**src/rtl/minibit_alu.sv**
```systemverilog
// Minimal 8-bit ALU: opcode decoder, combinational datapath and three registered flags.
// The decoder reads only the registered carry, so ADC/SBB never form a combinational loop.

module minibit_alu_decoder (
  input  logic [7:0] bus,
  input  logic       fl_carry,
  output logic       a_pass,
  output logic       a_lt,
  output logic       a_rt,
  output logic       b_en,
  output logic       b_inv,
  output logic       o_add,
  output logic       o_nand,
  output logic       carry_add,
  output logic       carry_bit
);

  typedef enum logic [2:0] {
    OpPass = 3'b000,
    OpAdd  = 3'b001,
    OpNand = 3'b010,
    OpSub  = 3'b011,
    OpShl  = 3'b100,
    OpAdc  = 3'b101,
    OpShr  = 3'b110,
    OpSbb  = 3'b111
  } op_e;

  op_e op;

  // Low five bits of the instruction byte carry no meaning here.
  assign op = op_e'(bus[7:5]);

  always_comb begin
    a_pass    = 1'b0;
    a_lt      = 1'b0;
    a_rt      = 1'b0;
    b_en      = 1'b0;
    b_inv     = 1'b0;
    o_add     = 1'b0;
    o_nand    = 1'b0;
    carry_add = 1'b0;
    carry_bit = 1'b0;
    unique case (op)
      OpPass: begin
        a_pass = 1'b1;
        o_add  = 1'b1;
      end
      OpAdd: begin
        a_pass = 1'b1;
        b_en   = 1'b1;
        o_add  = 1'b1;
      end
      OpAdc: begin
        a_pass    = 1'b1;
        b_en      = 1'b1;
        o_add     = 1'b1;
        carry_add = 1'b1;
        carry_bit = fl_carry;
      end
      OpSub: begin
        a_pass    = 1'b1;
        b_en      = 1'b1;
        b_inv     = 1'b1;
        o_add     = 1'b1;
        carry_bit = 1'b1;
      end
      OpSbb: begin
        a_pass    = 1'b1;
        b_en      = 1'b1;
        b_inv     = 1'b1;
        o_add     = 1'b1;
        carry_add = 1'b1;
        carry_bit = fl_carry;
      end
      OpNand: begin
        a_pass = 1'b1;
        b_en   = 1'b1;
        o_nand = 1'b1;
      end
      OpShl: begin
        a_lt  = 1'b1;
        o_add = 1'b1;
      end
      OpShr: begin
        a_rt  = 1'b1;
        o_add = 1'b1;
      end
      default: ;
    endcase
  end

endmodule

module minibit_alu_datapath (
  input  logic [7:0] a,
  input  logic [7:0] b,
  input  logic       a_pass,
  input  logic       a_lt,
  input  logic       a_rt,
  input  logic       b_en,
  input  logic       b_inv,
  input  logic       o_add,
  input  logic       o_nand,
  input  logic       carry_bit,
  output logic [7:0] o,
  output logic       pre_carry,
  output logic       pre_lt,
  output logic       pre_z
);

  logic [7:0] a_op;
  logic [7:0] b_op;
  logic [8:0] sum;

  always_comb begin
    a_op = 8'h00;
    if (a_pass) begin
      a_op = a;
    end else if (a_lt) begin
      a_op = {a[6:0], 1'b0};
    end else if (a_rt) begin
      a_op = {1'b0, a[7:1]};
    end
  end

  always_comb begin
    b_op = 8'h00;
    if (b_en) begin
      b_op = b_inv ? ~b : b;
    end
  end

  assign sum = {1'b0, a_op} + {1'b0, b_op} + {8'h00, carry_bit};

  always_comb begin
    o = 8'h00;
    if (o_add) begin
      o = sum[7:0];
    end else if (o_nand) begin
      o = ~(a_op & b_op);
    end
  end

  // Shifts report the bit shifted out; for SUB/SBB a set carry means no borrow.
  always_comb begin
    pre_carry = sum[8];
    if (o_nand) begin
      pre_carry = 1'b0;
    end else if (a_lt) begin
      pre_carry = a[7];
    end else if (a_rt) begin
      pre_carry = a[0];
    end
  end

  assign pre_lt = (a < b);
  assign pre_z  = (o == 8'h00);

endmodule

module minibit_alu (
  input  logic       clk,
  input  logic       rst,
  input  logic [7:0] bus,
  input  logic [7:0] a,
  input  logic [7:0] b,
  input  logic       flag_we,
  output logic [7:0] o,
  output logic       pre_carry,
  output logic       pre_lt,
  output logic       pre_z,
  output logic       fl_carry,
  output logic       fl_lt,
  output logic       fl_z
);

  logic a_pass;
  logic a_lt;
  logic a_rt;
  logic b_en;
  logic b_inv;
  logic o_add;
  logic o_nand;
  logic carry_add;
  logic carry_bit;

  logic fl_carry_d, fl_carry_q;
  logic fl_lt_d, fl_lt_q;
  logic fl_z_d, fl_z_q;

  minibit_alu_decoder u_decoder (
    .bus       (bus),
    .fl_carry  (fl_carry_q),
    .a_pass    (a_pass),
    .a_lt      (a_lt),
    .a_rt      (a_rt),
    .b_en      (b_en),
    .b_inv     (b_inv),
    .o_add     (o_add),
    .o_nand    (o_nand),
    .carry_add (carry_add),
    .carry_bit (carry_bit)
  );

  minibit_alu_datapath u_datapath (
    .a         (a),
    .b         (b),
    .a_pass    (a_pass),
    .a_lt      (a_lt),
    .a_rt      (a_rt),
    .b_en      (b_en),
    .b_inv     (b_inv),
    .o_add     (o_add),
    .o_nand    (o_nand),
    .carry_bit (carry_bit),
    .o         (o),
    .pre_carry (pre_carry),
    .pre_lt    (pre_lt),
    .pre_z     (pre_z)
  );

  // carry_add is informational only; the carry value itself arrives on carry_bit.
  logic unused_carry_add;
  assign unused_carry_add = carry_add;

  always_comb begin
    fl_carry_d = fl_carry_q;
    fl_lt_d    = fl_lt_q;
    fl_z_d     = fl_z_q;
    if (flag_we) begin
      fl_carry_d = pre_carry;
      fl_lt_d    = pre_lt;
      fl_z_d     = pre_z;
    end
  end

  always_ff @(posedge clk) begin
    if (rst) begin
      fl_carry_q <= 1'b0;
      fl_lt_q    <= 1'b0;
      fl_z_q     <= 1'b0;
    end else begin
      fl_carry_q <= fl_carry_d;
      fl_lt_q    <= fl_lt_d;
      fl_z_q     <= fl_z_d;
    end
  end

  assign fl_carry = fl_carry_q;
  assign fl_lt    = fl_lt_q;
  assign fl_z     = fl_z_q;

endmodule

```
**config.mk**
```make
export PLATFORM = sky130hd
export DESIGN_NAME = minibit_alu
export DESIGN_NICKNAME = d
export VERILOG_FILES = /design/src/rtl/minibit_alu.sv
export SDC_FILE = /design/constraint.sdc
export NUM_CORES = 1
export LEC_CHECK = 0
export BUFFER_PORTS_ARGS = -buffer_cell sky130_fd_sc_hd__buf_2
export CAP_MARGIN = 20
export CORE_ASPECT_RATIO = 0.75
export CORE_MARGIN = 2
export CORE_UTILIZATION = 30
export CTS_CLUSTER_DIAMETER = 50
export DETAILED_ROUTE_END_ITERATION = 10
export PLACE_DENSITY = 0.52
export REMOVE_ABC_BUFFERS = 1
export SLEW_MARGIN = 20
export SYNTH_ARGS = -nofsm -noshare
export SYNTH_HDL_FRONTEND = slang
export SYNTH_HIERARCHICAL = 1
export SYNTH_SLANG_ARGS = --single-unit
```
**constraint.sdc**
```tcl
create_clock -name clk -period 9.7 [get_ports clk]
set_input_delay 2.91 -clock clk [delete_from_list [all_inputs] [get_ports clk]]
set_output_delay 2.91 -clock clk [all_outputs]
set_load 0.02 [all_outputs]
```
==> impl_metrics.tcl <==
set metrics [dict create \
    clock_skew_ns 0.00134 \
    drive_above_1_share_pct 24.1 \
    slew-limit-headroom_pct 61.5 \
    grt-ovfl-total 0 \
    worstSetupEndpointType "primary output" \
    timing_worst_slew_pin_value_ns 0.578 \
    grt_usage_pct 15.3 \
    place_inst 267 \
    syn-instance-count 180 \
    vias 1374 \
    cts_made_buffers 3 \
    power.share.sequential_pct 8.7 \
    htree_num_levels 1 \
    data_arrival_time_at_the_worst_slack_endpoint_ns 6.18 \
    rsz0062_at_grt "false" \
    clkTransAtPathRegs_ns 0.03 \
    num-nets-final 261 \
    met3_length_um 187 \
    relative_area_change_from_synthesis_to_final_layout_pct 21.0 \
    irDropWorstVdd_mv 0.0642 \
    critPathKind "input port to primary output" \
    wirelength_um 3540 \
    rows 20 \
    antenna_found_initial 0 \
    cts_setup_buffers 0 \
    pwrdens_nw_per_um2 102 \
    setup_viol_count_final 0 \
    dp.final_hpwl_um 2900 \
    worst_setup_path_start_kind "input port" \
    worstReg2RegStart "fl_carry$_SDFFE_PP0P_" \
    drv_cap 0 \
    port_buffers 35 \
    p_leak_nw 0.769 \
    combinationalPowerShare_pct 68.5 \
    cts.root.buffer_cell "clkbuf_8" \
    netlist_area_before_placement_sq_um 1290 \
    starting_drc_count_in_detailed_routing 118 \
    share_clk_of_total_power_pct 22.8 \
    cp.required_ns 6.79 \
    route.detailed.wl_per_inst_um 13.0 \
    hold_removal_path_class "flop to flop" \
    cell_internal_pwr_mw 0.0854 \
    design_area_sq_um 1570 \
    crit_fanout 6 \
    placeableCoreArea_sq_um 4100 \
    first_pass_iters 4 \
    cts.sinks 3 \
    power.switching_mw 0.0738 \
    gp_routability_congestion 0.811 \
    via_per_inst 5.07 \
    wire_length_of_the_first_global_routing_pass_um 5950 \
    first_global_vias 1292 \
    tritoncts "yes" \
    routedLengthMet1_um 1920 \
    outcome "complete, no violations" \
    ant_nets 0 \
    hold_start "fl_z$_SDFFE_PP0P_" \
    die_area_sq_um 4860 \
    tns_ns 0 \
    initial_core_util_pct 31.5 \
    critical_path.startpoint "bus[5]" \
    maxUsedRoutingLayer "met4" \
    clock_latency_ns 0.22 \
    cts-root-to-sink-buffers 2 \
    wl_met2_um 1410 \
    yosysWarnings 6 \
    syn_area_per_cell_sq_um 7.19 \
    antenna_cells 0 \
    finalHoldViolCount 0 \
    drv_slew 0 \
    final.min_clock_period_ns 9.09 \
    io-pin-count 41 \
    chipWidth_um 79.8 \
    final_min_period_over_clock_period_pct 93.7 \
    pin_count_of_the_biggest_net_entering_global_routing 19 \
    netSwitchingFraction_pct 46.4 \
    hold_buffers 0 \
    drc 0 \
    cts.repair.resized 0 \
    timing.hold.ws_ns 0.477 \
    die_height_um 60.9 \
    clock.fmax_ghz 0.110 \
    finalNonFillerCells 271 \
    placed_cell_area_sq_um 1520 \
    fin_util_pct 38.1 \
]
worst paths after layout:
kind                             to  slack [ns]  cells after the start
hold reg to reg   fl_z$_SDFFE_PP0P_        0.48                      2
setup / recovery              pre_z        0.61                     14
setup reg to reg  fl_z$_SDFFE_PP0P_        6.54                     12
hold / removal    fl_z$_SDFFE_PP0P_        0.48                      2
metrics by stage:
step | setup WS, ns | power, mW
3_5_place_dp | 0.626 | 0.123
5_1_grt | 0.369 | 0.173
6_report | 0.610 | 0.159
2_1_floorplan | 0.519 | 0.0900
3_3_place_gp | 0.662 | 0.122
4_1_cts | 0.623 | 0.161
routing by layer:
layer	vias up	track usage, %
met3	3	1.19
li1	721	-
met5	-	0
met1	606	22.9
met2	44	24.2
met4	0	3.63
power by group through the flow:
stage,combinational (mW),clock [mW],sequential (mW)
2_1_floorplan,0.0752,0,0.0148
3_3_place_gp,0.108,0,0.0139
3_5_place_dp,0.109,0,0.0140
4_1_cts,0.110,0.0372,0.0138
5_1_grt,0.121,0.0385,0.0139
6_report,0.109,0.0363,0.0138
cell type report:
cell class / count / area (sq um)
inverter: 18 / 67.6
timing repair buffer: 39 / 205
tap: 55 / 68.8
clock buffer: 4 / 45.0
fill: 464 / 2540
multi-input combinational: 152 / 1120
sequential: 3 / 60.1
registers in the layout, summed over array words and instances, names as in the netlist:
signal	count
fl_lt	1
fl_carry	1
fl_z	1
critical path: stages:
cell      delay [ns]
buf_2           0.12
nand2b_1        0.17
nor2_1          0.14
nand3b_1        0.09
o21ai_0         0.27
inv_1           0.10
fa_1            0.44
fa_1            0.43
nor2b_1         0.22
or4b_1          0.16
nand3_2         0.08
or4_1           0.59
nor4_2          0.21
buf_2           0.22
cells in the final DEF (no fill, tap or decap), types with 4 or more instances in the layout:
cell type,instances
and2_1,8
nor3b_1,5
inv_1,18
xor2_1,9
nand2b_1,6
nand2_1,17
nor2b_1,5
buf_4,4
nor2_1,9
buf_2,35
a21oi_1,10
o21a_1,4
o21ai_0,12
ha_1,15
No activity file was read; power rests on OpenSTA's default activity.
